$ cat src/rtl/fetch_controller.sv
// -----------------------------------------------------------------------------
// fetch_controller
//
// Fetch-stage sequencer. Owns the program counter, issues at most one
// instruction-memory read at a time (req/gnt address phase, then rvalid data
// phase), parks the returned word in a one-entry buffer and presents it to
// Decode over a valid/ready handshake. A redirect from Execute replaces the PC
// and marks any response still in flight as stale so it is thrown away.
//
// Parameters
//   RESET_PC       PC loaded on reset
//   PC_STEP        byte increment of the PC per delivered instruction
//
// Ports
//   clk_i          clock, everything on the rising edge
//   rst_i          synchronous active-low reset
//   enable_step_i  fetch enable; low stops new requests (never aborts one)
//   redirect_i     one-cycle redirect strobe
//   redirect_pc_i  redirect target; bits [1:0] are forced to zero
//   mem_req_o      memory read request (held until granted)
//   mem_adres_o    request address, always the current PC
//   mem_gnt_i      request accepted this cycle (only looked at in REQ)
//   mem_rvalid_i   read data valid (only looked at in WAIT)
//   mem_rdata_i    read data
//   inst_valid_o   instruction buffer holds a word for Decode
//   instruction_o  buffered instruction
//   inst_pc_o      PC of the buffered instruction
//   inst_ready_i   Decode takes the buffered word this cycle
//   busy_o         controller is not idle
//
// All outputs come straight from flops; their next values are derived from
// the next-state values so they line up with the state register.
// -----------------------------------------------------------------------------
module fetch_controller #(
    parameter logic [31:0] RESET_PC = 32'h0000_0000,
    parameter int unsigned PC_STEP  = 4
) (
    input  logic        clk_i,
    input  logic        rst_i,
    input  logic        enable_step_i,
    input  logic        redirect_i,
    input  logic [31:0] redirect_pc_i,
    output logic        mem_req_o,
    output logic [31:0] mem_adres_o,
    input  logic        mem_gnt_i,
    input  logic        mem_rvalid_i,
    input  logic [31:0] mem_rdata_i,
    output logic        inst_valid_o,
    output logic [31:0] instruction_o,
    output logic [31:0] inst_pc_o,
    input  logic        inst_ready_i,
    output logic        busy_o
);

    typedef enum logic [1:0] {
        IDLE = 2'b00,
        REQ  = 2'b01,
        WAIT = 2'b10,
        HOLD = 2'b11
    } state_e;

    localparam logic [31:0] PC_INC = 32'(PC_STEP);

    // Instructions are word aligned: the low two target bits are dropped.
    function automatic logic [31:0] align_pc(input logic [31:0] target);
        return target & 32'hFFFF_FFFC;
    endfunction

    // Sequential PC; wraps modulo 2^32 by plain 32-bit addition.
    function automatic logic [31:0] next_pc(input logic [31:0] pc);
        return pc + PC_INC;
    endfunction

    // Where to go once the current access has been delivered or dropped.
    function automatic state_e after_access(input logic enable);
        state_e nxt;
        if (enable) begin
            nxt = REQ;
        end else begin
            nxt = IDLE;
        end
        return nxt;
    endfunction

    state_e      state_q, state_d;
    logic [31:0] pc_q, pc_d;
    logic        drop_q, drop_d;
    logic        inst_valid_q, inst_valid_d;
    logic [31:0] instr_q, instr_d;
    logic [31:0] inst_pc_q, inst_pc_d;
    logic        mem_req_q, mem_req_d;
    logic [31:0] mem_adres_q, mem_adres_d;
    logic        busy_q, busy_d;

    // Next-state, PC, stale-flag and instruction-buffer logic.
    always_comb begin
        state_d      = state_q;
        pc_d         = pc_q;
        drop_d       = drop_q;
        inst_valid_d = inst_valid_q;
        instr_d      = instr_q;
        inst_pc_d    = inst_pc_q;

        case (state_q)
            IDLE: begin
                if (redirect_i) begin
                    pc_d = align_pc(redirect_pc_i);
                end else begin
                    pc_d = pc_q;
                end
                state_d = after_access(enable_step_i);
            end

            // The request stays up until granted, whatever enable does.
            REQ: begin
                if (mem_gnt_i) begin
                    state_d = WAIT;
                    // A redirect in the grant cycle makes the access stale.
                    drop_d  = redirect_i;
                    if (redirect_i) begin
                        pc_d = align_pc(redirect_pc_i);
                    end else begin
                        pc_d = pc_q;
                    end
                end else if (redirect_i) begin
                    // Not yet accepted: simply re-aim the pending request.
                    pc_d    = align_pc(redirect_pc_i);
                    state_d = REQ;
                end else begin
                    state_d = REQ;
                end
            end

            WAIT: begin
                if (mem_rvalid_i && redirect_i) begin
                    // Data arrives together with a redirect: it is already stale.
                    pc_d    = align_pc(redirect_pc_i);
                    drop_d  = 1'b0;
                    state_d = after_access(enable_step_i);
                end else if (mem_rvalid_i && drop_q) begin
                    drop_d  = 1'b0;
                    state_d = after_access(enable_step_i);
                end else if (mem_rvalid_i) begin
                    instr_d      = mem_rdata_i;
                    inst_pc_d    = pc_q;
                    inst_valid_d = 1'b1;
                    pc_d         = next_pc(pc_q);
                    state_d      = HOLD;
                end else if (redirect_i) begin
                    // Keep waiting for the response, but remember to bin it.
                    pc_d    = align_pc(redirect_pc_i);
                    drop_d  = 1'b1;
                    state_d = WAIT;
                end else begin
                    state_d = WAIT;
                end
            end

            HOLD: begin
                if (redirect_i) begin
                    inst_valid_d = 1'b0;
                    pc_d         = align_pc(redirect_pc_i);
                    state_d      = after_access(enable_step_i);
                end else if (inst_ready_i) begin
                    inst_valid_d = 1'b0;
                    state_d      = after_access(enable_step_i);
                end else begin
                    state_d = HOLD;
                end
            end

            default: begin
                state_d      = IDLE;
                drop_d       = 1'b0;
                inst_valid_d = 1'b0;
            end
        endcase
    end

    // Output values for the next cycle, decoded from the next state.
    always_comb begin
        mem_req_d   = (state_d == REQ);
        mem_adres_d = pc_d;
        busy_d      = (state_d != IDLE);
    end

    // State, PC and output registers with synchronous active-low reset.
    always_ff @(posedge clk_i) begin
        if (!rst_i) begin
            state_q      <= IDLE;
            pc_q         <= RESET_PC;
            drop_q       <= 1'b0;
            inst_valid_q <= 1'b0;
            instr_q      <= 32'h0000_0000;
            inst_pc_q    <= 32'h0000_0000;
            mem_req_q    <= 1'b0;
            mem_adres_q  <= RESET_PC;
            busy_q       <= 1'b0;
        end else begin
            state_q      <= state_d;
            pc_q         <= pc_d;
            drop_q       <= drop_d;
            inst_valid_q <= inst_valid_d;
            instr_q      <= instr_d;
            inst_pc_q    <= inst_pc_d;
            mem_req_q    <= mem_req_d;
            mem_adres_q  <= mem_adres_d;
            busy_q       <= busy_d;
        end
    end

    assign mem_req_o     = mem_req_q;
    assign mem_adres_o   = mem_adres_q;
    assign inst_valid_o  = inst_valid_q;
    assign instruction_o = instr_q;
    assign inst_pc_o     = inst_pc_q;
    assign busy_o        = busy_q;

endmodule

$ cat config.mk
export PLATFORM = sky130hd
export DESIGN_NAME = fetch_controller
export DESIGN_NICKNAME = d
export VERILOG_FILES = /design/src/rtl/fetch_controller.sv
export SDC_FILE = /design/constraint.sdc
export NUM_CORES = 1
export LEC_CHECK = 0
export CAP_MARGIN = 20
export CORE_UTILIZATION = 44
export CTS_CLUSTER_SIZE = 8
export DETAILED_ROUTE_END_ITERATION = 8
export GPL_TIMING_DRIVEN = 1
export HOLD_SLACK_MARGIN = 0.03
export PLACE_DENSITY = 0.84
export SLEW_MARGIN = 10
export SYNTH_ARGS = -nofsm -noshare
export SYNTH_HDL_FRONTEND = slang
export SYNTH_SLANG_ARGS = --single-unit
export TNS_END_PERCENT = 5
$ cat constraint.sdc
create_clock -name clk_i -period 2.1 [get_ports clk_i]
set_input_delay 0.315 -clock clk_i [delete_from_list [all_inputs] [get_ports clk_i]]
set_output_delay 0.315 -clock clk_i [all_outputs]
set_load 0.02 [all_outputs]
# After elaboration in Yosys (flattened, before gate mapping)

Index checks and enable logic that the tools add are counted.

Word-level logic and storage cells: 58
Output and inout bits: 99
Flip-flop bits (word level): 102
Input port bits: 71

Bitwise logic cells: 2
Add/sub/neg operators: 1
Reduce and logical (&&, ||, !) cells: 10
Multiplexer cells: 25
Equal/unequal tests: 12

Operators by type and width:

| kind                                                                   | number |
|---|---|
| 32-bit two-way mux                                                     | 4 |
| 32-bit one-hot mux with 2 select lines                                 | 1 |
| 32-bit by 3-bit adder with 32-bit output (second input constant)       | 1 |
| 1-bit two-way mux                                                      | 12 |
| 2-bit two-way mux                                                      | 5 |
| 2-bit inequality test (second input constant)                          | 4 |
| 4-bit inequality test (second input constant)                          | 2 |
| 2-bit one-hot mux with 4 select lines                                  | 1 |
| 4-bit AND reduction                                                    | 2 |
| 3-bit inequality test (second input constant)                          | 2 |
| 2-bit nonzero test                                                     | 3 |
| 5-bit AND reduction                                                    | 1 |
| 2-bit by 1-bit equality test with 1-bit output (second input constant) | 2 |
| 2-bit equality test (second input constant)                            | 2 |
| 1-bit one-hot mux with 2 select lines                                  | 2 |
| 3-bit OR reduction                                                     | 1 |
| 1-bit logical AND                                                      | 2 |
| 2-bit zero test                                                        | 1 |
| 1-bit NOT                                                              | 2 |

# Logic depth before layout (Yosys ltp)

Gate-level depths: netlist of the first run.

Depth after elaboration: 5
Gate-level depth with buffers: 8
Depth with buffers taken out: 7

# Worst setup path after synthesis of the first run

No wires, ideal clock.

Path kind: register to register
Start: reg mem_adres_o[10] (netlist name)
End: reg mem_adres_q[23] (netlist: mem_adres_o[23])
Library setup time: 79 ps
Stages on the path, launching flop included: 7
Required time: 2021 ps
Period minus slack after synthesis: 1839 ps
Data arrival time: 1760 ps
Slack: 261 ps
Buffers on the path: 1
Cell sequence: dfxtp_1 > and4_4 > and4_1 > buf_6 > nand3_4 > or4_1 > o211ai_1

RTL lines:

| element              | line | RTL |
|---|---|---|
| to (signal assigned) | 207  | `mem_adres_q <= mem_adres_d;` |
| to (decl)            | 92   | `logic [31:0] mem_adres_q, mem_adres_d;` |

# Worst setup path in the final report of the first run

Start: reg state_q[0]
End: reg mem_adres_q[19] (netlist: mem_adres_o[19])

Word-level cells in the longest chain between the ends: 3
Elaborated cells on any way between the ends: 7
Those cells by class: eq/ne (4); mux (1); reduce/logical (2)

Ends and longest elaborated chain:

| element                                     | line | RTL |
|---|---|---|
| from (decl)                                 | 85   | `state_e state_q, state_d;` |
| from (signal assigned)                      | 200  | `state_q <= state_d;` |
| 2-bit equality test (tied with other cells) | 104  | `case (state_q)` |
| 3-bit OR reduction (no source line)         | --   |  |
| 32-bit one-hot mux with 2 select lines      | 104  |  |

Parallel ways exist; a longest one is shown, timed or not.
A chain may end at the register's enable or synchronous reset.

==> metrics, run 1 <==
Starting DRT DRC Count=434; yosys warns=0; Max Clk Rate=approximately 490 MHz; crit path cell chain=inv_1 -> ha_1 -> and4b_1 -> nor4_2 -> nand3_1 -> xor2_1 -> a21oi_1; clk buf depth=2; Top delay family on crit path=simple AND/OR/NAND/NOR gates; # fillers=809; Hold-fix buffers, CTS=0; relative slew slack=about 45%; Avg WL per Cell=~16 µm; Worst Hold Launch=inst_pc_o[24]; Reg-to-Reg End=mem_adres_o[19]; Setup Buffers After CTS=0; final setup skew=0.01194 ns; Total Wirelength=between 10000 and 15000 µm; Peak VDD IR=about 0.55 mV; cts repair resizes=0; remaining global-route overflow=0; share of cells above drive strength 1=~8.1%; Synth Register Bits=roughly 100; synth cell count leaders=149 x nand2_1, 102 x dfxtp_1, 75 x a21oi_1; Critical Path RT=approximately 2.4 ns; Slew @ Worst Pin=slightly above 0.8 ns; clock root cell=clkbuf_8; Seq/Total Area, Yosys=a little under half; CP peak stage delay=between 0.4 and 0.5 ns; CP Max Fanout=8; final hold vios=0; final setup violation count=0; Crit. End Element=flop; WP depth=7; RR Startpoint=state_q[0]; Mapped Area=~4500 µm²; Yosys top cell by area=dfxtp_1; library cells used by synthesis=58; port bufs=approximately 170; count leader, synth=nand2_1; clk_lat worst skew=0.36 ns; die width=just over 100 µm; Hold Path Class=reg -> reg; area occupied by multi-input gates=approximately 2200 µm²; Buf/Inv on CP=1; CP endpoint=mem_adres_o[19]; via count=roughly 4800; gp weighted congestion=~0.84; Num CTS Buffers=9; setup ws final=between 0.05 and 0.06 ns; Tcrit/Tclk final=between 90 and 100%; Syn Inst Count=562; ant diodes=0; count of boundary I/O pins=170; CP Class=reg -> reg; Slowest-stage cell, CP=nor4_2; main flop type after synthesis=dfxtp_1; Worst EP arrival=2.34 ns; vias per inst=around 5.4; post-synth top area share=a little under half; CTS tree=yes; initial antenna violation count=0; gr usage total=between 20% and 30%; setup slack, reg-to-reg=slightly below 0.06 ns; num rows=36; CTS Sinks=~100; DR pass1 iterations=5; area grow syn2layout=48.23%; leakage=2.294 nW; first-pass GRT wire length=about 22000 µm; number of synthesized flops with an enable pin=0; H-Tree Level Count=3; syn_area_per_cell=around 8 µm²; Reg2Reg Depth=7; Worst Setup Start Kind=flop; Die Y=slightly above 100 µm; Tmin final=~2.0 ns; pin count of the biggest net entering global routing=77; status=completed; Syn Nets=639; # nets final=814; Synth area leaders=dfxtp_1 45%, nand2_1 12%, a21oi_1 8.4%, nand3_1 2.7%, clkbuf_1 2.1%; Max Slew Vio Count=0; Worst-path clk slew=~0.1 ns; Starting Density=between 40% and 50%; DP Worst Slack=-0.05907 ns; vias in the first global route=approximately 4600; core area=between 9000 and 10000 µm²; remaining antenna violation count=0; Seq. cell area=~2000 µm²; DRC Markers=0; CP startpoint=state_q[0]; Max Cap Viol=0; ys async rst share=0%; die area=approximately 11000 µm²; RSZ-0062 raised after global routing=false; PD cells=around 580 nW/µm²; DP HPWL=around 10000 µm; total power=3.826 mW
[where the power goes]
part           internal (mW)  switching [mW]  total, mW  leakage (nW)
logic                  0.266           0.225      0.491          1.36
clock network          0.595           0.709       1.30         0.101
registers               1.98          0.0545       2.03         0.829
[logic make-up after synthesis]
group	Yosys count	synth area share, %
AND/OR/NAND/NOR	256	26.29
AO/OA/AOI/OAI	133	17.68
adder cells (fa/ha/maj)	6	1.673
buffers and inverters	47	5.241
multiplexers	4	0.8921
flip-flops	102	45.50
XOR/XNOR	14	2.732
[how the worst min path moves through the flow]
stage	to	cells after the start
3_5_place_dp	instruction_o[21]	2
5_1_grt	instruction_o[12]	3
4_1_cts	inst_pc_o[17]	2
2_1_floorplan	instruction_o[0]	2
6_report	inst_pc_o[24]	2
3_3_place_gp	instruction_o[14]	2
[metrics by stage]
| step | instances | TNS (ns) | hold WS [ns] | instance area, µm² | utilization (%) |
|---|---|---|---|---|---|
| after floorplan | 562 | 0 | 0.4510 | 4488 | - |
| after global placement | 859 | -0.01103 | 0.4419 | 6449 | 65.67 |
| after detailed placement | 859 | -0.1795 | 0.4459 | 6449 | 65.67 |
| after CTS | 874 | 0 | 0.4608 | 6653 | 67.75 |
| after global routing | 874 | 0 | 0.4681 | 6653 | 67.75 |
| final | 874 | 0 | 0.4590 | 6653 | 67.75 |
[layout make-up]
class | count | area share [%]
Multi-Input combinational cell | 413 | 33.33
Sequential cell | 102 | 30.69
Timing Repair Buffer | 203 | 29.75
Tap cell | 133 | 2.501
Clock buffer | 10 | 2.069
Clock inverter | 5 | 0.9968
Inverter | 8 | 0.6583
[state kept, by name, summed over array words and instances (netlist names)]
register,count
inst_valid_o,1
inst_pc_o,32
instruction_o,32
mem_req_o,1
drop_q,1
mem_adres_o,32
busy_o,1
state_q,2
[tightest hold or removal path: cells and delay by family (launching register included)]
kind	cells	cell delay, ns
AOI/OAI and AO/OA	1	0.05
DFF	1	0.32
and+or+nand+nor	1	0.05
[routing by layer]
layer | up-vias | track usage, % | wire [µm]
li1 | 2307 | - | -
met1 | 2229 | 31.47 | 5676
met2 | 201 | 43.95 | 6987
met3 | 25 | 6.508 | 932
met4 | 0 | 10.08 | 288
met5 | - | 0 | 0
[layout by cell type (no fill, tap or decap), drive strengths merged, types with 2 or more instances in the layout]
cell type | synthesis | final
clkbuf | 27 | 10
mux2i | 4 | 4
and3 | 6 | 6
a31oi | 3 | 3
bufinv | 1 | 2
nand3 | 25 | 25
clkdlybuf4s50 | 0 | 167
nand2b | 3 | 3
o211ai | 5 | 5
or4 | 2 | 2
o311a | 2 | 2
xnor2 | 9 | 9
and2 | 5 | 5
nor4 | 8 | 8
and4b | 2 | 2
a22o | 3 | 3
a21boi | 2 | 2
a22oi | 3 | 3
o21ai | 17 | 17
buf | 12 | 36
o311ai | 3 | 3
xor2 | 5 | 5
a21oi | 75 | 75
dfxtp | 102 | 102
nor2 | 23 | 23
and4 | 6 | 6
inv | 7 | 10
a211oi | 6 | 6
nand2 | 149 | 149
nand4 | 13 | 13
a311oi | 2 | 2
nor3 | 12 | 12
ha | 6 | 6
Power figures use the tool's default switching activity.
==> run 2: changes to the inputs <==
--- a/config.mk
+++ b/config.mk
@@ -10,8 +10,8 @@
 export CTS_CLUSTER_SIZE = 8
 export DETAILED_ROUTE_END_ITERATION = 8
 export GPL_TIMING_DRIVEN = 1
-export HOLD_SLACK_MARGIN = 0.03
 export PLACE_DENSITY = 0.84
+export SETUP_SLACK_MARGIN = 0.4
 export SLEW_MARGIN = 10
 export SYNTH_ARGS = -nofsm -noshare
 export SYNTH_HDL_FRONTEND = slang
==> metrics, run 2 (synthesis results as in run 1) <==
first-pass GRT wire length=22120 µm (+2.5%); die area=10610 µm² (unchanged); Max Cap Viol=0 (unchanged); Num CTS Buffers=9 (unchanged); # fillers=802 (-0.87%); Starting Density=45.71% (unchanged); DR pass1 iterations=6 (+1); core area=9819 µm² (unchanged); Worst EP arrival=2.03 ns (-0.31 ns); remaining global-route overflow=0 (unchanged); Tmin final=1.791 ns (-0.2502 ns); Max Slew Vio Count=0 (unchanged); dpl cell area=6437 µm² (-0.17%); vias per inst=5.528 (+1.5%); Setup Buffers After CTS=0 (unchanged); RR Startpoint=mem_adres_o[4]; Crit. End Element=flop; num rows=36 (unchanged); CP Max Fanout=7 (-1); pin count of the biggest net entering global routing=65 (-16%); Reg2Reg Depth=6 (-1); clock root cell=clkbuf_8; Tcrit/Tclk final=85.27% (-12 points); area occupied by multi-input gates=2300 µm² (+3.7%); CP startpoint=mem_adres_o[4]; initial antenna violation count=0 (unchanged); Worst Setup Start Kind=flop; final setup skew=0.01674 ns (+0.004800 ns); gp weighted congestion=0.8672 (+2.7%); Slew @ Worst Pin=0.3682 ns (-0.4571 ns); Max Clk Rate=558.5 MHz (+14%); gr usage total=26.58% (+0.70 points); die width=103.0 µm (unchanged); Avg WL per Cell=16.13 µm (+1.5%); clk buf depth=2 (unchanged); vias in the first global route=4573 (+0.26%); Hold Path Stages=2 (unchanged); Design Area, Final=6729 µm² (+1.1%); DP HPWL=10020 µm (+0.26%); Critical Path RT=2.34 ns (-0.06 ns); hold endpoint=inst_pc_o[29]; Worst Hold Launch=inst_pc_o[29]; ant diodes=0 (unchanged); port bufs=167 (unchanged); Starting DRT DRC Count=297 (-32%); Seq. cell area=2063 µm² (+1.0%); # nets final=809 (-0.61%); CTS Sinks=102 (unchanged); leakage=2.310 nW (+0.68%); setup slack, reg-to-reg=0.31 ns (+0.25 ns); CTS tree=yes; Total Wirelength=14030 µm (+1.1%); RSZ-0062 raised after global routing=true; share of cells above drive strength 1=11.13% (+3.0 points); remaining antenna violation count=0 (unchanged); area grow syn2layout=49.93%; final hold vios=0 (unchanged); count of boundary I/O pins=170 (unchanged); relative slew slack=75.45% (+30 points); Peak VDD IR=0.3443 mV (-37%); PD cells=561.9 nW/µm² (-2.3%); status=completed; final hold slack=0.4580 ns (-0.0009290 ns); clk_lat worst skew=0.36 ns (about the same); Reg-to-Reg End=mem_adres_o[16]; final setup violation count=0 (unchanged); CP Class=reg -> reg; via count=4809 (+0.99%); Hold Path Class=reg -> reg; Worst-path clk slew=0.09 ns (about the same); commonest non-fill, non-tap cells in the layout=163 x clkdlybuf4s50_1, 147 x nand2_1, 87 x dfxtp_1; commonest non-fill, non-tap cell in the layout=clkdlybuf4s50_1; H-Tree Level Count=3 (unchanged); DRC Markers=0 (unchanged); Die Y=103.0 µm (unchanged)
## run 2: worst max path at each step
stage	depth (start not counted)	slack, ns	endpoint
final	6	0.31	mem_adres_o[16]
after global routing	6	0.24	mem_adres_o[16]
after CTS	7	0.26	inst_pc_o[25]
after detailed placement	7	-0.05	mem_adres_o[28]
after global placement	7	0.002	mem_adres_o[28]
after floorplan	8	0.38	inst_pc_o[13]
## run 2: area by class of cell
cell class,count,share of cell area [%]
Tap cell,133,2.473
Multi-Input combinational cell,413,34.18
Clock buffer,12,2.157
Sequential cell,102,30.66
Inverter,8,0.6508
Timing Repair Buffer,198,29.08
Clock inverter,4,0.7996
## run 2: worst max-delay path: stages, from the launching register on
cell and delay (ns):
dfxtp_2 0.42, and3_1 0.29, nand3_2 0.19, buf_4 0.21
nor4_1 0.32, xnor2_1 0.16, a21oi_1 0.08
## run 2: per-layer routing
| metal | vias to the layer above | wire, µm | GRT usage [%] |
|---|---|---|---|
| li1 | 2297 | - | - |
| met4 | 0 | 276 | 9.101 |
| met3 | 27 | 1097 | 6.847 |
| met2 | 217 | 7169 | 46.05 |
| met1 | 2268 | 5491 | 31.95 |
| met5 | - | 0 | 0 |
## run 2: repair_timing
item,CTS,global route
hold buffers,0,0
setup endpoints to repair,119,131
gates resized for setup,12,17
pin swaps,2,0
## run 2: power by group
group / switching, mW / internal, mW / total (mW)
combinational: 0.216 / 0.259 / 0.475
clock: 0.669 / 0.590 / 1.26
sequential: 0.0671 / 1.98 / 2.05
total: 0.952 / 2.83 / 3.78
## run 2: stage by stage
step                      instances  utilization, %  power (mW)  setup TNS, ns  worst slack [ns]
after floorplan                 562               -       2.279              0            0.3825
after global placement          854           65.56       2.542              0          0.002050
after detailed placement        854           65.56       2.554       -0.09419          -0.04910
after CTS                       870           67.79       3.814              0            0.2626
after global routing            870           68.53       3.942              0            0.2403
final                           870           68.53       3.781              0            0.3094
==> variant 1: new RTL, flow settings as in run 2 <==
Encoding of `state_e`: now one-hot (4 bits for 4 states).
--- a/src/rtl/fetch_controller.sv
+++ b/src/rtl/fetch_controller.sv
@@ -54,7 +54,7 @@
 
-    typedef enum logic [1:0] {
-        IDLE = 2'b00,
-        REQ  = 2'b01,
-        WAIT = 2'b10,
-        HOLD = 2'b11
+    typedef enum logic [3:0] {
+        IDLE = 4'b0001,
+        REQ  = 4'b0010,
+        WAIT = 4'b0100,
+        HOLD = 4'b1000
     } state_e;
Formal check against the unedited RTL: same outputs for any inputs over 4 cycles, from zero or initial values and one cycle with rst_i low; so few cycles prove little.
==> variant 1 against run 2 <==
Final area is 15% higher. Highest routed layer unchanged. Wire length is 26% higher. Critical path depth is 1 higher. Worst setup slack worse by 100 ps. Synthesized cell count is 9.8% higher. Synthesized area is 8.4% higher. Via count is 20% higher. Sequential cell count is 2 higher.
Power is not compared: it rests on default switching activity, and its combinational part moved more than twofold at a synthesized area within 25%.
==> variant 1: results (changes against run 2) <==
final-nonclk-buf-share_pct: 31.7  # +2.6 points
multi_input_area_share_pct: 35.4  # +1.2 points
inverters: 13  # +5
clk_pin_slew_worst_paths_ps: 120  # +30 ps
tap-cell-count: 140  # +5.3%
run_status: "finished, final reports clean"
timing.reg2reg.setup_slack_ps: 210  # -100 ps
grt_pass1_vias: 5449  # +19%
clk_share_pct: 2.43  # -0.53 points
nNetsFinal: 896  # +11%
n_all_buffers: 246  # +24%
min_to: "instruction_o[17]"
cp_max_fo: 5  # -2
clock_latency_ps: 390  # +30 ps
firstDrtPassIters: 5  # -1
holdWs_ps: 459  # +0.671 ps
synth_area_leaders: "dfxtp_1, nand2_1, a21oi_1, buf_2, nand3_1"
yosysUniqueCellTypes: 72  # +24%
instances_no_fill: 969  # +11%
worstMarginPinSlew_ps: 513  # +145 ps
ys_seq_area_share_pct: 42.8  # -2.7 points
reg2reg_depth: 7  # +1
synthTopCellsByCount: "nand2_1, dfxtp_1, a21oi_1"
hold_start: "instruction_o[17]"
grt_pass1_wl_mm: 26.6  # +20%
drtIter0Drc: 613  # +110%
cts_resized: 28  # +16
cts_setup_buffers: 22  # +22
reg2reg_to: "mem_adres_o[26]"
synth_fp_nets: 689  # +7.8%
finalInstanceArea_mm2: 0.00773  # +15%
drive_above_1_share_pct: 19.8  # +8.7 points
place_ws_ps: -43.1  # +5.99 ps
seq_cell_count: 104  # +2.0%
grt_start_max_net_pins: 37  # -43%
placedCellCount: 916  # +7.3%
viasPerCell: 5.94  # +7.5%
finClkSkew_ps: 22.7  # +5.91 ps
seq_share_pct: 27.6  # -3.0 points
multi_input_cells: 450  # +9.0%
dpl_cell_area_mm2: 0.00693  # +7.7%
-- variant 1: cell count changes after synthesis, moves of 6 or more --
| cell | change |
|---|---|
| buf_2 | +23 |
| nand3_1 | -7 |
| xnor2_1 | -9 |
| nand2_1 | +6 |
| a31oi_1 | +8 |
| a21oi_1 | +19 |
-- variant 1: critical path, stage by stage (launching register included) --
cell     delay (ps)
dfxtp_4         400
ha_4            160
nand3_1         240
nor3_1          310
buf_4           220
nand3_1         120
o31a_1          260
o22ai_1         140
-- variant 1: worst max path at each step --
| stage | start | to | slack, ps | cells after the start |
|---|---|---|---|---|
| floorplan | mem_adres_o[6] | mem_adres_o[22] | 350 | 6 |
| global placement | mem_rvalid_i | mem_adres_o[23] | 8 | 7 |
| detailed placement | mem_rvalid_i | mem_adres_o[23] | -40 | 7 |
| CTS | state_q[0] | mem_adres_o[23] | 270 | 6 |
| global route | mem_adres_o[8] | mem_adres_o[25] | 130 | 5 |
| finish | mem_adres_o[2] | mem_adres_o[26] | 210 | 7 |
-- variant 1: kinds of logic after synthesis --
kind of cell    share of synthesized area [%]
simple gates                             25.7
compound gates                           24.2
buf+inv                                  6.22
fa+ha+maj                               0.257
flops                                    42.8
mux                                     0.206
xor+xnor                                0.695
-- variant 1: power groups by stage --
stage	sequential [mW]	clock (mW)	combinational (mW)
6_report	2.25	1.24	1.61
5_1_grt	2.26	1.32	1.69
4_1_cts	2.23	1.25	1.47
3_5_place_dp	2.27	0	1.28
3_3_place_gp	2.27	0	1.25
2_1_floorplan	2.35	0	0.635
-- variant 1: per-layer routing --
layer	global-route usage (%)	wire, um	vias up
met5	0	0	-
met4	15.3	717	0
met3	5.96	1940	77
met2	49.5	8460	379
met1	34.9	6540	2680
li1	-	-	2623
==> variant 2: new RTL, flow settings as in run 2 <==
Made on the original files. Reset style: asynchronous (`rst_i`), changed in one clocked block. Comments in the files are not updated.
--- a/src/rtl/fetch_controller.sv
+++ b/src/rtl/fetch_controller.sv
@@ -187,3 +187,3 @@
     // State, PC and output registers with synchronous active-low reset.
-    always_ff @(posedge clk_i) begin
+    always_ff @(posedge clk_i or negedge rst_i) begin
         if (!rst_i) begin
Function: differs if rst_i is asserted again (counterexample within 4 cycles, from zero or initial values and one cycle with rst_i low); with rst_i held inactive, the same outputs for 4 cycles.
==> variant 2 against run 2 <==
Sequential cell count stayed put. Clock skew is 5.9 ps lower. Synthesized cell count is 28% lower. Critical path depth is 5 lower. Final area is 7.1% higher. Via count is 13% lower. Synthesized area is 5.7% higher. Worst setup slack worse by 69 ps. Count of clock-buffer cells in the layout is 3 lower. Wire length is 1.2% lower.
Power is not compared: it rests on default switching activity, and its combinational part moved more than twofold at a synthesized area within 25%.
==> variant 2: results (changes against run 2) <==
run_status: "finished, final reports clean"
firstDrtPassIters: 5  # -1
dpl_cell_area_mm2: 0.00669  # +3.8%
grt_use_total_pct: 25.0  # -1.6 points
synth_fp_nets: 481  # -25%
routabilityCongestion: 0.859  # -0.95%
cp_max_fo: 8  # +1
viasPerCell: 5.59  # +1.2%
nNetsFinal: 683  # -16%
synthCells: 404  # -28%
crit_family: "buffers and inverters"
placedCellCount: 710  # -17%
synthArstFlopShare_pct: 100  # +100 points
yosysUniqueCellTypes: 53  # -8.6%
grt_start_max_net_pins: 43  # -34%
slowest_delay_ps: 670  # +250 ps
fillCellCount: 736  # -8.2%
clock_latency_ps: 380  # +20 ps
place_ws_ps: -78.4  # -29.3 ps
grt_pass1_vias: 4263  # -6.8%
wire_per_inst_um: 18.6  # +15%
drive_above_1_share_pct: 25.7  # +15 points
drtIter0Drc: 286  # -3.7%
slew_headroom_pct: 66.4  # -9.1 points
finClkSkew_ps: 10.8  # -5.95 ps
variant 2: changes by cell type after synthesis, sizes merged, moves of 6 or more:
cell    before  now
nand2      149   38
dfrtp        0  102
dfxtp      102    0
mux2         0   63
a21oi       75   17
clkbuf      27    5
nand3       25   14
nor3        12    6
xnor2        9    3
variant 2: what timing repair did:
action,4_1_cts,5_1_grt
setup endpoints to repair,104,144
buffers inserted,8,9
hold buffers,1,0
gates cloned,1,2
pin swaps,6,12
endpoints found under the hold margin,34,0
resized for setup,13,21
variant 2: logic make-up (layout without fill, tap and decap cells):
kind of cell | Yosys count | count (layout) | synth area share [%]
AND/OR/NAND/NOR | 116 | 117 | 13.9
flip-flops | 102 | 102 | 53.8
AO/OA/AOI/OAI | 77 | 77 | 10.6
multiplexers | 67 | 67 | 15.8
buffers and inverters | 28 | 233 | 2.80
XOR/XNOR | 8 | 8 | 1.48
adder cells (fa/ha/maj) | 6 | 6 | 1.58
variant 2: metal layers:
layer / part of all wire [%] / GRT usage, % / vias up
met5: 0 / 0 / -
met4: 2.4 / 9.92 / 0
met3: 6.0 / 4.39 / 29
li1: - / - / 1885
met2: 51 / 42.6 / 182
met1: 41 / 31.5 / 2077
variant 2: through the flow:
stage	hold slack (ps)	utilization, %
3_5_place_dp	316	64.5
4_1_cts	444	67.9
5_1_grt	477	69.5
2_1_floorplan	19.4	-
3_3_place_gp	309	64.5
6_report	448	69.5
variant 2: power by group through the flow:
stage	combinational, mW	sequential [mW]	clock [mW]
after floorplan	0.816	3.50	0
after CTS	2.97	2.89	1.38
final	3.00	2.90	1.35
after global placement	2.82	2.88	0
after global routing	3.17	2.97	1.45
after detailed placement	2.89	2.92	0
variant 2: cell type report:
class	instances	area (um^2)	area share [%]
well taps	136	170	2.36
inverters	9	33.8	0.469
clock buffers	9	124	1.72
repair buffers	209	2050	28.5
multi-input cells	275	2180	30.2
clock inverters	6	86.3	1.20
flip-flops and latches	102	2560	35.5
variant 2: path summary, 6_finish.rpt:
path	startpoint	end	slack [ps]	cells past startpoint
worst min register to register	inst_pc_o[10]	inst_pc_o[10]	500	2
worst max register to register	state_q[0]	inst_pc_o[30]	240	6
worst min-delay path	rst_i	instruction_o[12]	450	2
max in group asynchronous	rst_i	mem_adres_o[22]	1000	3
min in group clk_i	redirect_i	mem_adres_o[31]	470	4
worst max-delay path	mem_adres_o[26]	mem_adres_o[26]	240	1
